### src/rtl/serial_subtractor.sv
// Bit-serial W-bit subtractor (diff = a - b - bin), LSB first, start/busy/done handshake.
// Optional signed-overflow flag enabled by defining SERIAL_SUB_OVF_EN; otherwise ovf is tied low.
module serial_subtractor #(
  parameter int W = 8
) (
  input  logic         clk,
  input  logic         rst,
  input  logic         start,
  input  logic [W-1:0] a,
  input  logic [W-1:0] b,
  input  logic         bin,
  output logic         busy,
  output logic         done,
  output logic [W-1:0] diff,
  output logic         bout,
  output logic         ovf
);

  localparam int CW = $clog2(W);

  typedef enum logic [1:0] {
    S_IDLE,
    S_SHIFT,
    S_DONE
  } state_t;

  state_t          r_state;
  state_t          w_next;
  logic [W-1:0]    r_a_sr;
  logic [W-1:0]    r_b_sr;
  logic [W-1:0]    r_res;
  logic            r_brw;
  logic [CW-1:0]   r_count;
  logic [W-1:0]    r_diff;
  logic            r_bout;

  logic            w_accept;
  logic            w_last;
  logic            w_d;
  logic            w_brw_next;

  // DONE doubles as an accept cycle so a held start runs back-to-back.
  assign w_accept   = start && (r_state != S_SHIFT);
  assign w_last     = (r_state == S_SHIFT) && (r_count == CW'(W - 1));
  assign w_d        = r_a_sr[0] ^ r_b_sr[0] ^ r_brw;
  assign w_brw_next = (~r_a_sr[0] & r_b_sr[0]) | (~r_a_sr[0] & r_brw) | (r_b_sr[0] & r_brw);

  // NOTE: sequential state uses <= so every register samples pre-edge values together.
  always_ff @(posedge clk) begin
    if (rst) r_state <= S_IDLE;
    else     r_state <= w_next;
  end

  // NOTE: w_next gets a default before the case so no path leaves it unassigned (no latch).
  always_comb begin
    w_next = r_state;
    case (r_state)
      S_IDLE:  if (start) w_next = S_SHIFT;
      S_SHIFT: if (w_last) w_next = S_DONE;
      S_DONE:  w_next = start ? S_SHIFT : S_IDLE;
      default: w_next = S_IDLE;
    endcase
  end

  always_ff @(posedge clk) begin
    if (rst) begin
      r_a_sr  <= '0;
      r_b_sr  <= '0;
      r_res   <= '0;
      r_brw   <= 1'b0;
      r_count <= '0;
      r_diff  <= '0;
      r_bout  <= 1'b0;
    end else if (w_accept) begin
      r_a_sr  <= a;
      r_b_sr  <= b;
      r_brw   <= bin;
      r_count <= '0;
    end else if (r_state == S_SHIFT) begin
      r_a_sr  <= r_a_sr >> 1;
      r_b_sr  <= r_b_sr >> 1;
      r_res   <= {w_d, r_res[W-1:1]};
      r_brw   <= w_brw_next;
      r_count <= r_count + CW'(1);
      if (w_last) begin
        r_diff <= {w_d, r_res[W-1:1]};
        r_bout <= w_brw_next;
      end
    end
  end

`ifdef SERIAL_SUB_OVF_EN
  logic r_ovf;

  // On the last step a_sr[0]/b_sr[0] are the operand sign bits and d is the result sign.
  always_ff @(posedge clk) begin
    if (rst)         r_ovf <= 1'b0;
    else if (w_last) r_ovf <= (r_a_sr[0] ^ r_b_sr[0]) & (w_d ^ r_a_sr[0]);
  end

  assign ovf = r_ovf;
`else
  assign ovf = 1'b0;
`endif

  assign busy = (r_state == S_SHIFT);
  assign done = (r_state == S_DONE);
  assign diff = r_diff;
  assign bout = r_bout;

endmodule

### config.mk
export PLATFORM = sky130hd
export DESIGN_NAME = serial_subtractor
export DESIGN_NICKNAME = d
export VERILOG_FILES = /design/src/rtl/serial_subtractor.sv
export SDC_FILE = /design/constraint.sdc
export NUM_CORES = 1
export LEC_CHECK = 0
export CORE_AREA = 2 2 61 63
export DETAILED_ROUTE_END_ITERATION = 16
export DIE_AREA = 0 0 63 65
export PLACE_DENSITY = 0.75
export SLEW_MARGIN = 20
export SYNTH_ARGS = -nofsm -noshare
export SYNTH_HDL_FRONTEND = slang
export SYNTH_SLANG_ARGS = --single-unit
### constraint.sdc
create_clock -name clk -period 1.6 [get_ports clk]
set_input_delay 0.32 -clock clk [delete_from_list [all_inputs] [get_ports clk]]
set_output_delay 0.32 -clock clk [all_outputs]
set_load 0.005 [all_outputs]
==> impl_metrics.py <==
metrics = {
    "drt": {
        "drt_iter0_drc": 45,
        "drtAntennaViolNets": 0,
        "routed_wl_um": 3009,
        "wire_per_inst_um": 12.18,
        "routed_via_density": 4.992,
        "first_pass_iters": 4,
        "via_count": 1233,
        "drcViolationCount": 0,
    },
    "die": {
        "die_y_um": 65,
        "core_area_um2": 3496,
        "die_area_um2": 4095,
        "die_w_um": 63,
        "rows": 22,
        "num_io_pins": 32,
        "initial_core_util": 0.4710,
    },
    "sta": {
        "fmax_mhz": 655.6,
        "period_share": 0.9533,
        "worst_slack_ps": 74.65,
        "min_period_ps": 1525,
        "rsz0062_at_grt": "no",
        "skew_ps": 7.241,
        "timing.setup.tns_ps": 0,
        "slew_violations": 0,
        "setup_violations": 0,
        "finalHoldViolations": 0,
    },
    "synthesis": {
        "synth.most_common_cell": "dfxtp_1",
        "synth_commonest_cells": "dfxtp_1 (38), nand2_1 (30), nor2_1 (19)",
        "yosysUniqueCellTypes": 22,
        "synth_warnings": 0,
        "yosys-top-cells-area": "dfxtp_1 (46%), a211oi_2 (12%), mux2i_1 (10%)",
        "synth_area_per_cell_um2": 9.686,
        "syn_nets": 193,
        "synth_top_area_frac": 0.4620,
        "synth_area_leader_cell": "dfxtp_1",
        "syn-cell-area_um2": 1647,
        "synth_cells": 170,
        "synth_top_flop_cell": "dfxtp_1",
        "synth.yosys.seq_area_share": 0.4620,
        "synth_edf_count": 0,
        "synth-seq-cells": 38,
        "synthArstFlopShare": 0,
    },
    "cells_and_area": {
        "diodes": 0,
        "stdcell_count": 247,
        "drive_gt1_frac": 0.1709,
        "final_util": 0.5766,
        "nets": 222,
        "design_area_um2": 2016,
        "syn_to_final_growth_pct": 22.42,
    },
    "critical_path": {
        "cp-start-kind": "register",
        "worst-path-buf-inv": 1,
        "path_depth": 1,
        "cp_slowest_cell": "clkdlybuf4s50_1",
        "arrival_ps": 1210,
        "crit_chain": "clkdlybuf4s50_1",
        "path_max_fanout": 2,
        "required_ps": 1280,
        "cp-end-kind": "primary output",
        "path_delay_family": "buffers and inverters",
        "worstSetupPathType": "register to primary output",
        "slowest_delay_ps": 510,
        "ff2ff_path_depth": 5,
    },
    "clock_tree": {
        "clock-sinks": 38,
        "clk_path_buf_depth": 2,
        "clk-insertion-delay-late_ps": 330,
        "clk_pin_slew_worst_paths_ps": 110,
        "cts_tree": "yes",
        "cts-htree-levels": 2,
        "cts_root_buf": "clkbuf_4",
        "cts_buffers": 5,
    },
    "placed_design": {
        "place_area_um2": 1967,
        "place_ws_ps": 80.00,
        "gp_congestion": 0.7487,
        "port-buffer-count": 30,
        "dp.cells": 240,
        "dpl.hpwl_um": 2128,
    },
    "global_route": {
        "grt_pass1_wl_um": 5016,
        "grt_pass1_vias": 1156,
        "track_usage": 0.1610,
        "antenna_found_initial": 0,
        "grt-ovfl-total": 0,
        "grt_max_degree": 41,
    },
    "status": {
        "status": "complete, no violations",
    },
    "job": {
        "drv_cap": 0,
    },
    "power_and_ir_drop": {
        "pwr-share-comb": 0.154,
        "switching_share": 0.2591,
        "p_clk_frac": 0.257,
        "power_density_nw_per_um2": 862.1,
        "p_int_mw": 1.287,
        "peakVddDrop_v": 0.0005262,
        "p_seq_frac": 0.589,
        "p_sw_mw": 0.4503,
        "leakagePower_nw": 0.7740,
    },
    "min_path": {
        "hold_depth": 2,
        "hold_class": "register to register",
    },
}
[cell usage in the layout (no fill, tap or decap)]
master,n
ha_1,2
a2bb2oi_1,1
nand3b_1,4
conb_1,1
inv_4,1
clkinv_2,2
a211oi_1,1
clkbuf_4,5
dfxtp_2,2
buf_12,1
dlygate4sd2_1,2
nand2_1,30
nor2b_1,1
nor3_1,2
mux2i_1,17
dfxtp_1,36
clkdlybuf4s50_1,28
nor2_1,19
a21oi_1,17
buf_4,5
nand2b_2,1
fa_1,1
nand2b_1,1
and3b_2,1
inv_1,2
a211oi_2,16
[routing by layer]
| layer | track usage | wire length, um |
|---|---|---|
| met4 | 0.08333 | 36 |
| met2 | 0.2832 | 1520 |
| met5 | 0 | 0 |
| met3 | 0.04167 | 122 |
| met1 | 0.1788 | 1329 |
[power by group through the flow]
stage,logic [mW],clock network (mW),registers (mW)
after floorplan,0.199,0,1.04
after global placement,0.261,0,1.04
after detailed placement,0.272,0,1.04
after CTS,0.270,0.465,1.02
after global routing,0.294,0.506,1.03
final,0.267,0.447,1.02
[path summary, 6_finish.rpt]
check	startpoint	end	slack (ps)
min	r_res[1]	diff[0]	460
min reg2reg	r_res[1]	diff[0]	460
max	diff[7]	diff[7]	70
max reg2reg	r_count[0]	diff[3]	210
[what timing repair did]
action,in CTS,in global routing
hold buffers,0,0
setup endpoints to repair,2,2
pin swaps,0,0
resized for setup,4,1
setup buffers,0,0
[state kept, by name (all words and copies together), names as in the netlist]
signal   flops
diff         8
r_a_sr       8
r_b_sr       8
r_res        7
r_count      3
r_state      2
bout         1
r_brw        1
[cell families (layout without fill, tap and decap cells)]
kind of cell | count (synthesis) | count (layout) | synth area share
other | 1 | 1 | 0.002277
AOI/OAI and AO/OA | 35 | 35 | 0.1831
and+or+nand+nor | 59 | 59 | 0.1527
buffers and inverters | 17 | 46 | 0.06916
adders and majority gates | 3 | 3 | 0.02735
muxes | 17 | 17 | 0.1033
DFF | 38 | 38 | 0.4620
[cell type report]
type	instances	area (um2)
clock buffers	5	37.54
repair buffers	36	355.3
multi-input cells	115	775.7
inverters	3	13.76
well taps	48	60.06
fillers	315	1480
clock inverters	2	10.01
flip-flops and latches	38	763.2
[worst min-delay path: stages, from the launching register on]
cell	delay, ps
dfxtp_1	320
nand2_1	50
a21oi_1	50
[through the flow]
stage / power (mW) / hold slack (ps)
after global routing: 1.830 / 475.6
after CTS: 1.758 / 461.8
after global placement: 1.303 / 439.1
final: 1.738 / 457.8
after detailed placement: 1.316 / 446.1
after floorplan: 1.235 / 432.1
Power figures use the tool's default switching activity.
